**config.mk**
```make
export PLATFORM = sky130hd
export DESIGN_NAME = shared_bus_arbiter
export DESIGN_NICKNAME = d
export VERILOG_FILES = /design/src/rtl/bus_pkg.sv /design/src/rtl/shared_bus_arbiter_rr_pick.sv /design/src/rtl/shared_bus_arbiter.sv
export SDC_FILE = /design/constraint.sdc
export NUM_CORES = 1
export LEC_CHECK = 0
export CAP_MARGIN = 20
export CORE_UTILIZATION = 52
export DETAILED_ROUTE_END_ITERATION = 6
export HOLD_SLACK_MARGIN = 0.05
export PLACE_DENSITY = 0.88
export SLEW_MARGIN = 15
export SYNTH_ARGS = -nofsm -noshare
export SYNTH_HDL_FRONTEND = slang
export SYNTH_SLANG_ARGS = --single-unit
export TNS_END_PERCENT = 100
```
**constraint.sdc**
```tcl
create_clock -name clk -period 6.6 [get_ports clk]
set_input_delay 0.99 -clock clk [delete_from_list [all_inputs] [get_ports clk]]
set_output_delay 0.99 -clock clk [all_outputs]
set_load 0.005 [all_outputs]
```
**src/rtl/bus_pkg.sv**
```systemverilog
// Shared types and helpers for the arbitrated shared data bus.
// Holds the ownership state encoding and the index-width helper.
package bus_pkg;

  typedef enum logic {
    IDLE  = 1'b0,
    OWNED = 1'b1
  } state_t;

  // Index width for n entries; never narrower than one bit.
  function automatic int idx_width(input int n);
    return (n > 1) ? $clog2(n) : 1;
  endfunction

endpackage

```
**src/rtl/shared_bus_arbiter_rr_pick.sv**
```systemverilog
// Round-robin picker: first set mask bit after ptr, wrapping modulo N_SRC.
// Purely combinational (zero latency); no flow control of its own.
module rr_pick
  import bus_pkg::*;
#(
  parameter  int N_SRC = 10,
  localparam int IDX_W = idx_width(N_SRC)
) (
  input  logic [N_SRC-1:0] mask,
  input  logic [IDX_W-1:0] ptr,
  output logic             found,
  output logic [IDX_W-1:0] idx,
  output logic [N_SRC-1:0] onehot
);

  int cand;

  always_comb begin
    found = 1'b0;
    idx   = '0;
    cand  = 0;
    // Scan ptr+1 .. ptr+N_SRC so ptr itself has the lowest priority.
    for (int k = 1; k <= N_SRC; k++) begin
      cand = (int'(ptr) + k) % N_SRC;
      if (!found && mask[cand]) begin
        found = 1'b1;
        idx   = IDX_W'(cand);
      end
    end
    onehot = found ? (N_SRC'(1) << idx) : '0;
  end

endmodule

```
**src/rtl/shared_bus_arbiter.sv**
```systemverilog
// Round-robin arbitrated shared bus; owner word registered onto bus, 1-cycle latency.
// No backpressure: requesters hold req until granted; owners are forced off after MAX_HOLD unless locked.
module shared_bus_arbiter
  import bus_pkg::*;
#(
  parameter  int WIDTH    = 16,
  parameter  int N_SRC    = 10,
  parameter  int MAX_HOLD = 4,
  localparam int IDX_W    = idx_width(N_SRC),
  localparam int HC_W     = idx_width(MAX_HOLD + 1)
) (
  input  logic                   clk,
  input  logic                   rst,
  input  logic [N_SRC-1:0]       req,
  input  logic [N_SRC-1:0]       lock,
  input  logic [N_SRC*WIDTH-1:0] src_data,
  output logic [WIDTH-1:0]       bus,
  output logic                   bus_valid,
  output logic [N_SRC-1:0]       grant,
  output logic [IDX_W-1:0]       grant_idx,
  output logic [HC_W-1:0]        hold_cnt
);

  localparam logic [HC_W-1:0]  HOLD_MAX = HC_W'(MAX_HOLD);
  localparam logic [IDX_W-1:0] PTR_RST  = IDX_W'(N_SRC - 1);

  state_t             state_q, state_d;
  logic [IDX_W-1:0]   rr_ptr, ptr_d;
  logic [N_SRC-1:0]   grant_d;
  logic [IDX_W-1:0]   idx_d;
  logic [WIDTH-1:0]   bus_d;
  logic               valid_d;
  logic [HC_W-1:0]    hold_d;
  logic               take_new;

  logic [N_SRC-1:0]   cand_mask;
  logic               pick_found;
  logic [IDX_W-1:0]   pick_idx;
  logic [N_SRC-1:0]   pick_onehot;

  logic [WIDTH-1:0]   src_word [N_SRC];

  for (genvar i = 0; i < N_SRC; i++) begin : g_unpack
    assign src_word[i] = src_data[i*WIDTH +: WIDTH];
  end

  // While owned, the owner is never a candidate: covers both release and forced handover.
  assign cand_mask = (state_q == IDLE) ? req : (req & ~grant);

  rr_pick #(
    .N_SRC (N_SRC)
  ) u_rr_pick (
    .mask   (cand_mask),
    .ptr    (rr_ptr),
    .found  (pick_found),
    .idx    (pick_idx),
    .onehot (pick_onehot)
  );

  always_comb begin
    state_d  = state_q;
    grant_d  = grant;
    idx_d    = grant_idx;
    bus_d    = bus;
    valid_d  = bus_valid;
    hold_d   = hold_cnt;
    ptr_d    = rr_ptr;
    take_new = 1'b0;

    case (state_q)
      IDLE: begin
        valid_d = 1'b0;
        if (pick_found) take_new = 1'b1;
      end
      OWNED: begin
        if (!req[grant_idx]) begin
          if (pick_found) begin
            take_new = 1'b1;
          end else begin
            state_d = IDLE;
            grant_d = '0;
            valid_d = 1'b0;
            hold_d  = '0;
          end
        end else if (lock[grant_idx] || (hold_cnt < HOLD_MAX)) begin
          bus_d = src_word[grant_idx];
          if (hold_cnt < HOLD_MAX) hold_d = hold_cnt + 1'b1;
        end else if (pick_found) begin
          take_new = 1'b1;
        end else begin
          // Nobody waiting: the owner keeps the bus with the counter pinned.
          bus_d = src_word[grant_idx];
        end
      end
      default: state_d = IDLE;
    endcase

    if (take_new) begin
      state_d = OWNED;
      grant_d = pick_onehot;
      idx_d   = pick_idx;
      bus_d   = src_word[pick_idx];
      valid_d = 1'b1;
      hold_d  = HC_W'(1);
      ptr_d   = pick_idx;
    end
  end

  always_ff @(posedge clk) begin
    if (rst) begin
      state_q   <= IDLE;
      grant     <= '0;
      grant_idx <= '0;
      bus       <= '0;
      bus_valid <= 1'b0;
      hold_cnt  <= '0;
      rr_ptr    <= PTR_RST;
    end else begin
      state_q   <= state_d;
      grant     <= grant_d;
      grant_idx <= idx_d;
      bus       <= bus_d;
      bus_valid <= valid_d;
      hold_cnt  <= hold_d;
      rr_ptr    <= ptr_d;
    end
  end

endmodule

```
== Yosys cells after proc, flatten, opt, wreduce, memory -nomap -nowiden ==
Index checks and enable logic that the tools add are counted.
Widths: inputs -> output; s select.

* Bits in registers: 39
* Latch bits: 0
* Bits in writable memories: 0
* Memory bits (read-only): 0
* Input bits: 182
* Output and inout bits: 34
* Word-level logic and storage cells: 175
* Memories: 0

* $add $sub $neg: 11
* $mul: 0
* Divide/modulo/power cells: 10
* $lt $le $gt $ge: 14
* Equality and inequality tests: 11
* Shift operators: 1
* Multiplexer cells: 88
* Bitwise operators: 5
* Reduce and logical (&&, ||, !) cells: 27

{| class="wikitable"
|+ Operators with widths
! operator !! number
|-
| $lt 32x6->1 const B || 10
|-
| $mod 32x5->32 const B || 10
|-
| $mux 16 || 9
|-
| $bmux 16 s4 || 2
|-
| $mux 10 || 6
|-
| $bmux 1 s4 || 12
|-
| $mux 1 || 43
|-
| $mux 4 || 10
|-
| $add 4x3->5 const B || 4
|-
| $add 4x4->5 const B || 3
|-
| $mux 3 || 4
|-
| $ne 3x2->1 const B || 4
|-
| $add 4x2->5 const B || 2
|-
| $and 10x10->10 || 1
|-
| $ge 5x5->1 const B || 2
|-
| $not 10->10 || 1
|-
| $not 4->5 || 2
|-
| $shl 1x4->10 const A || 1
|-
| $logic_and 1x1->1 || 9
|-
| $logic_not 1->1 || 9
|-
| $reduce_and 4->1 || 2
|-
| $ne 2x1->1 const B || 3
|-
| $ne 3x3->1 const B || 2
|-
| $reduce_and 3->1 || 2
|-
| other kinds (11) || 14
|}

== Longest topological paths before layout ==
Gate-level depths: netlist (run 1).

* Depth after elaboration: 40
* Depth in mapped cells: 25
* Depth with buffers taken out: 19

== By module ==
A second synthesis (run 1) with hierarchy kept.

* Cells, all modules: 1,039
* Area total of the unflattened synthesis: 8,908.5 um^2

{| class="wikitable"
|+ Modules (own cells, without submodules)
! module !! times used !! cells each !! area an instance (um^2) !! seq. area each (um^2)
|-
| rr_pick || 1 || 637 || 4,659.5 || 0.0
|-
| shared_bus_arbiter || 1 || 402 || 4,249.1 || 740.7
|}

== Least setup slack after synthesis (run 1) ==
OpenSTA, ideal clock, no wires.

* Path type: flip-flop to flip-flop
* Start: register grant_idx[2]
* End: register bus[0]
* Setup time: 132 ps
* Arrival: 5,597 ps
* Data required time: 6,468 ps
* Path slack: 871 ps
* Stages on the path, launching flop included: 24
* Buffers on the path: 5
* Clock period less this slack: 5,729 ps
* Path through: dfxtp_1 > inv_1 > buf_1 > clkbuf_1 > ha_1 > clkbuf_1 > clkinv_1 > ha_1 > inv_1 > ha_1 > a211o_1 > a221oi_4 > nand2_1 > and4_4 > o21a_4 > or4b_1 > buf_2 > nor3_4 > nand3_1 > nand2_2 > buf_4 > mux2_2 > o2111ai_1 > o22ai_1

* Longest elaborated chain between the ends: 9
* Elaborated cells between the ends (all ways): 21
* Those cells by class: eq/ne (1); mux (15); bitwise (1); reduce/logical (4)

{| class="wikitable"
|+ Ends and longest elaborated chain
! what !! line !! RTL
|-
| from (decl) || shared_bus_arbiter.sv:20 || <nowiki>output logic [IDX_W-1:0] grant_idx,</nowiki>
|-
| from (signal assigned) || shared_bus_arbiter.sv:121 || <nowiki>grant_idx <= idx_d;</nowiki>
|-
| branches (longest 9 deep; another with $bmux 1 s4) || n/a ||
|-
| to (signal assigned) || shared_bus_arbiter.sv:122 || <nowiki>bus <= bus_d;</nowiki>
|-
| to (decl) || shared_bus_arbiter.sv:17 || <nowiki>output logic [WIDTH-1:0] bus,</nowiki>
|}

Several ways; the timed one is not identified. The select of a mux whose other input is x is not followed.
A chain may end at the register's enable or synchronous reset.

== Worst setup path after layout (run 1) ==
* Start: register grant_idx[2]
* End: register bus[7]

Same word-level chain as after synthesis.

==> results by group, run 1 <==
Timing
  – Slew Limit Fails: 0
  – Final Skew: 0.00705 ns
  – Final setup fails: 0
  – Tcrit/Tclk final: 95.1%
  – RSZ-0062 raised after global routing: false
  – Setup ws final: 0.322 ns
  – Post-Route Setup TNS: 0 ns
  – Slew @ Worst Pin: 0.977 ns
  – Final Hold Fails: 0
  – Maximum clock rate: 0.159 GHz
  – Slew HR: 34.5%
  – Minimum clock period after layout: 6.28 ns

Global routing
  – Initial antenna violation count: 1
  – GRT Total Usage: 39.6%
  – First-pass GRT wire length: 55.0 mm
  – Vias in the first global route: 10.4k
  – Pin count of the biggest net entering global routing: 49
  – Gr ovfl total: 0

Logic synthesis
  – Syn nets: 1,360
  – Synth async-reset ratio: 0%
  – Number of library cell types mapped by synthesis: 112
  – Register bit count reported by yosys: 37
  – Register area share after synthesis: 8.48%
  – Post-Syn Area: 0.00874 sq mm
  – Top_reg_cell synth: dfxtp_1
  – Yosys warns: 0
  – Number of synthesized flops with an enable pin: 0
  – Post-Synthesis Cells: 1,139
  – Synthesized area per cell: 7.67 sq um

Finish
  – Design area: 0.0111 sq mm
  – Commonest non-fill, non-tap cells in the layout: clkdlybuf4s50_1 (215), nand2_1 (90), nor2_1 (85), o21ai_0 (78), nand3_1 (75)
  – Layout cells sized above 1: 12.6%
  – Area Overhead vs Synth: 27.1%
  – NumNets Final: 1,523
  – Final Util: 67.4%
  – Most common cell after layout, fill and taps aside: clkdlybuf4s50_1

Floorplan
  – Rows: 47
  – Die height: 132 microns
  – IO Pins: 216
  – Initial Utilization: 53.1%
  – Die ar.: 0.0173 sq mm
  – CORE AREA: 0.0165 sq mm
  – Die Width: 132 microns

Placement
  – Post-DP HPWL: 26.2 mm
  – Post-DP Area: 0.0110 sq mm
  – Pre-CTS setup slack: 0.485 ns
  – Port bufs: 215
  – Final Wtd Congestion: 0.995

Routing
  – DRC viols: 0
  – Final wirelength: 35.1 mm
  – Starting DRT DRC Count: 1,304
  – ANT nets after route: 0
  – Avg Vias per Cell: 7.13
  – Wire per inst: 23.0 microns
  – DR vias: 10.9k
  – First drt pass iteration count: 6

Clock network
  – Clock-pin slew on the worst setup and hold paths: 0.06 ns
  – Post-CTS sizing: 0
  – CTS tree: yes
  – CTS max path bufs: 2
  – Clock tree root buffer cell: clkbuf_16
  – Worst-Skew Late Latency: 0.29 ns
  – CTS Hold Buffers Added: 0
  – Clk sinks: 37
  – H-tree lvl count: 2
  – CTS Buf Count: 5
  – Setup bufs post-CTS: 0

Setup path
  – Worst Setup Path Type: reg -> reg
  – Critical Path AT: 6.50 ns
  – Reg2reg start: grant_idx[2]$_SDFFE_PP0P_
  – CP Data Required Time: 6.82 ns
  – Most common cell on crit path: ha_1
  – Highest-delay cell along the critical path: dfxtp_2
  – R2R Path End: bus[7]$_SDFFE_PP0P_
  – Reg2Reg Depth: 19
  – CP Launch Type: flip-flop
  – Worst-path maximum fanout: 28
  – CP Cell Sequence: inv_1 -> buf_4 -> ha_1 -> clkinv_1 -> ha_1 -> inv_1 -> ha_1 -> a211o_1 -> a221oi_4 -> nand2b_1 -> a222oi_1 -> o21a_4 -> or4b_1 -> nor3b_2 -> o21ai_2 -> nand2_2 -> and4_1 -> a221oi_1 -> o22ai_1
  – Critical Path End Type: flip-flop
  – R2R Setup Slk: 0.32 ns
  – Peak per-stage delay on the critical path: 0.78 ns

Min path
  – Min-Delay Path Depth: 1
  – Worst min-delay path category: reg -> reg
  – Min-delay src: bus_valid$_SDFFE_PP0P_
  – Hold Path End: bus_valid$_SDFFE_PP0P_

Flow run
  – MaxCap Viol Count: 0

Status
  – Status: finished clean
## Yosys cell counts, types with 22 or more instances
cell type | instances | area, sq um
mux2i_1 | 50 | 500
nand2_1 | 90 | 338
nand3_1 | 75 | 375
buf_2 | 25 | 125
clkbuf_1 | 38 | 143
nor2_1 | 85 | 319
mux4_2 | 41 | 923
dfxtp_1 | 37 | 741
ha_1 | 39 | 488
xnor2_1 | 22 | 193
a21oi_1 | 57 | 285
o21ai_0 | 78 | 390
nand4_1 | 38 | 238
## state kept, by name, indices dropped and copies added, names as in the netlist
register and flops:
grant_idx 4, bus 16, bus_valid 1, grant 10, state_q 1, hold_cnt 3, rr_ptr 2
## critical path: cells and delay by family (launching register included)
family | cells | cell delay, ns
compound gates | 7 | 1.58
fa+ha+maj | 3 | 0.80
flops | 1 | 0.78
buf+inv | 4 | 0.67
simple gates | 5 | 2.38
## area by class of cell
class	instances	area [sq um]
clock inverter	3	17.5
fill	1359	5360
timing repair buffer	250	2410
sequential	37	747
antenna	1	2.50
clock buffer	5	125
multi-input combinational	981	7420
tap	220	275
inverter	27	101
## logic make-up (layout without fill, tap and decap cells)
family | after synthesis | count (layout) | share of synthesized area [%]
AND/OR/NAND/NOR | 416 | 416 | 25.1
AO/OA/AOI/OAI | 388 | 388 | 32.4
buffers and inverters | 121 | 285 | 6.72
multiplexers | 107 | 107 | 18.4
adder cells (fa/ha/maj) | 42 | 42 | 5.93
flip-flops | 37 | 37 | 8.48
XOR/XNOR | 28 | 28 | 2.89
other | 0 | 1 | 0
## metal layers
metal | global-route usage (%) | wire, microns | vias to the layer above
met5 | 0 | 0 | -
met1 | 46.5 | 12300 | 5011
met3 | 7.25 | 4050 | 189
li1 | - | - | 4778
met2 | 65.7 | 16500 | 887
met4 | 26.2 | 2270 | 0
## worst max-delay path by stage
stage,end,cells after the start,startpoint,slack (ns)
6_report,bus[7]$_SDFFE_PP0P_,19,grant_idx[2]$_SDFFE_PP0P_,0.32
5_1_grt,bus[7]$_SDFFE_PP0P_,19,grant_idx[1]$_SDFFE_PP0P_,0.04
4_1_cts,bus[7]$_SDFFE_PP0P_,19,grant_idx[2]$_SDFFE_PP0P_,0.47
3_5_place_dp,bus[7]$_SDFFE_PP0P_,19,grant_idx[2]$_SDFFE_PP0P_,0.48
3_3_place_gp,bus[7]$_SDFFE_PP0P_,19,grant_idx[2]$_SDFFE_PP0P_,0.70
2_1_floorplan,bus[0]$_SDFFE_PP0P_,23,grant_idx[2]$_SDFFE_PP0P_,0.87
## stage by stage
step	hold slack (ns)	cells
after global placement	0.461	1515
after floorplan	0.465	1139
after detailed placement	0.468	1515
after global routing	0.505	1524
after CTS	0.478	1523
final	0.476	1524
Power of run 1 is left out: the tool's default activity adds up to more than one toggle a clock period on the data nets, which glitch-free logic cannot reach.
==> run 2, diff against run 1 <==
Settings changed: CELL_PAD_IN_SITES_DETAIL_PLACEMENT from default to 1, CELL_PAD_IN_SITES_GLOBAL_PLACEMENT from default to 2, CORE_UTILIZATION 52 to 29, CTS_CLUSTER_DIAMETER from default to 200, PLACE_DENSITY 0.88 to 0.87.
==> results by group, run 2 (synthesis gave the netlist of run 1 again) <==
Placement
  – Post-DP HPWL: 31.3 mm (+19%)
  – Cells after DPL: 1,694 (+12%)
  – Pre-CTS setup slack: 0.655 ns (+0.170 ns)
  – Final Wtd Congestion: 0.959 (-3.7%)
  – Port bufs: 215 (unchanged)

Finish
  – Non-filler cells in the finished layout: 1,702 (+12%)
  – Max reg flops: 16 (unchanged)
  – Register area: 749 sq um (+0.34%)
  – Commonest non-fill, non-tap cells in the layout: clkdlybuf4s50_1 (215), nand2_1 (90), nor2_1 (85), o21ai_0 (78), nand3_1 (75)
  – NumNets Final: 1,532 (+0.59%)
  – Area of the multi-input gates: 0.00742 sq mm (unchanged)
  – Most common cell after layout, fill and taps aside: clkdlybuf4s50_1
  – Filler cell count: 3,670 (+170%)
  – Layout cells sized above 1: 13.0% (+0.46 points)
  – Largest regs: bus x16, grant x10, grant_idx x4
  – Top reg by flops: bus
  – Area Overhead vs Synth: 30.6%

Timing
  – Maximum clock rate: 0.166 GHz (+4.4%)
  – Final setup fails: 0 (unchanged)
  – Final Hold Fails: 0 (unchanged)
  – RSZ-0062 raised after global routing: false
  – Slew Limit Fails: 0 (unchanged)
  – Minimum clock period after layout: 6.01 ns (-0.266 ns)
  – Slew @ Worst Pin: 0.992 ns (+0.0143 ns)
  – Post-Route Setup TNS: 0 ns (unchanged)
  – Final Skew: 0.00778 ns (+0.000728 ns)
  – Slew HR: 33.6% (-0.96 points)
  – Setup ws final: 0.588 ns (+0.266 ns)
  – Tcrit/Tclk final: 91.1% (-4.0 points)

Setup path
  – CP Cell Sequence: buf_4 -> ha_1 -> xnor2_1 -> nand2_1 -> ha_1 -> nor2b_1 -> a21o_1 -> a21oi_1 -> or4_1 -> o211a_1 -> o21a_1 -> nor2_1 -> a31oi_1 -> nand3b_1 -> a21oi_4 -> and4_1 -> a221oi_1 -> o22ai_1
  – Reg2Reg Depth: 18 (-1)
  – Critical Path AT: 6.23 ns (-0.27 ns)
  – R2R Path End: bus[7]$_SDFFE_PP0P_
  – Worst-path maximum fanout: 28 (unchanged)
  – CP Launch Type: flip-flop
  – Worst path top cell family by delay: simple AND/OR/NAND/NOR gates
  – Reg2reg start: grant_idx[1]$_SDFFE_PP0P_
  – Peak per-stage delay on the critical path: 0.82 ns (+0.04 ns)
  – R2R Setup Slk: 0.59 ns (+0.27 ns)
  – Highest-delay cell along the critical path: xnor2_1
  – CP bufs+invs: 1 (-3)
  – Most common cell on crit path: ha_1
  – Critical Path End Type: flip-flop
  – Worst Setup Path Type: reg -> reg
  – CP Data Required Time: 6.82 ns (about the same)

Routing
  – First drt pass iteration count: 5 (-1)
  – DR vias: 10.4k (-4.7%)
  – Final wirelength: 39.5 mm (+13%)
  – Starting DRT DRC Count: 701 (-46%)
  – ANT nets after route: 0 (unchanged)
  – DRC viols: 0 (unchanged)
  – Avg Vias per Cell: 6.08 (-15%)
  – Wire per inst: 23.2 microns (+0.78%)

Floorplan
  – Initial Utilization: 29.5% (-24 points)
  – Rows: 63 (+34%)
  – Die height: 176 microns (+33%)
  – IO Pins: 216 (unchanged)
  – CORE AREA: 0.0296 sq mm (+80%)
  – Die Width: 176 microns (+33%)
  – Die ar.: 0.0308 sq mm (+78%)

Global routing
  – Initial antenna violation count: 3 (+2)
  – First-pass GRT wire length: 61.5 mm (+12%)
  – Gr ovfl total: 0 (unchanged)
  – GRT Total Usage: 25.3% (-14 points)
  – Vias in the first global route: 10.4k (-0.66%)
  – Pin count of the biggest net entering global routing: 48 (-2.0%)

Clock network
  – CTS Hold Buffers Added: 0 (unchanged)
  – Post-CTS sizing: 0 (unchanged)
  – Clock tree root buffer cell: clkbuf_16
  – Clock-pin slew on the worst setup and hold paths: 0.06 ns (about the same)
  – Clk sinks: 37 (unchanged)
  – Setup bufs post-CTS: 0 (unchanged)
  – CTS tree: yes
  – H-tree lvl count: 2 (unchanged)
  – CTS max path bufs: 2 (unchanged)
  – Worst-Skew Late Latency: 0.29 ns (about the same)
  – CTS Buf Count: 5 (unchanged)

Min path
  – Min-Delay Path Depth: 1 (unchanged)
  – Worst min-delay path category: reg -> reg
  – Hold Path End: bus_valid$_SDFFE_PP0P_
  – Min-delay src: bus_valid$_SDFFE_PP0P_

Status
  – Status: finished clean

Flow run
  – MaxCap Viol Count: 0 (unchanged)
==> run 2: cell types whose count changed in the layout (fill, tap and decap cells not counted), sizes merged <==
| cell | change |
|---|---|
| clkbuf | +2 |
| clkinvlp | -1 |
| clkinv | -2 |
| buf | +9 |
==> run 2: worst max-delay path by stage <==
| stage | slack [ns] | cells after the start | endpoint | startpoint |
|---|---|---|---|---|
| 2_1_floorplan | 0.87 | 23 | bus[0]$_SDFFE_PP0P_ | grant_idx[2]$_SDFFE_PP0P_ |
| 3_3_place_gp | 0.73 | 18 | bus[7]$_SDFFE_PP0P_ | grant_idx[1]$_SDFFE_PP0P_ |
| 3_5_place_dp | 0.65 | 18 | bus[7]$_SDFFE_PP0P_ | grant_idx[1]$_SDFFE_PP0P_ |
| 4_1_cts | 0.62 | 18 | bus[7]$_SDFFE_PP0P_ | grant_idx[1]$_SDFFE_PP0P_ |
| 5_1_grt | 0.29 | 18 | bus[7]$_SDFFE_PP0P_ | grant_idx[1]$_SDFFE_PP0P_ |
| 6_report | 0.59 | 18 | bus[7]$_SDFFE_PP0P_ | grant_idx[1]$_SDFFE_PP0P_ |
==> run 2: stage by stage <==
stage	util (%)	cell area, sq um	hold slack (ns)
4_1_cts	38.5	11400	0.488
2_1_floorplan	-	8740	0.465
5_1_grt	38.5	11400	0.512
3_5_place_dp	38.0	11300	0.475
6_report	38.5	11400	0.495
3_3_place_gp	38.0	11300	0.453
==> run 2: layer usage <==
| layer | vias up | global-route usage [%] | routed length [microns] |
|---|---|---|---|
| li1 | 4784 | - | - |
| met3 | 50 | 3.05 | 2430 |
| met2 | 395 | 43.9 | 19400 |
| met1 | 5119 | 32.8 | 16700 |
| met4 | 4 | 6.96 | 876 |
| met5 | - | 0 | 23 |
==> run 2: area by class of cell <==
class,instances,share of cell area [%]
inverters,27,0.888
flip-flops and latches,37,6.57
clock buffers,7,1.25
well taps,390,4.28
repair buffers,259,22.0
diodes,1,0.0219
multi-input cells,981,65.0
Power of run 2 is left out for the same reason.
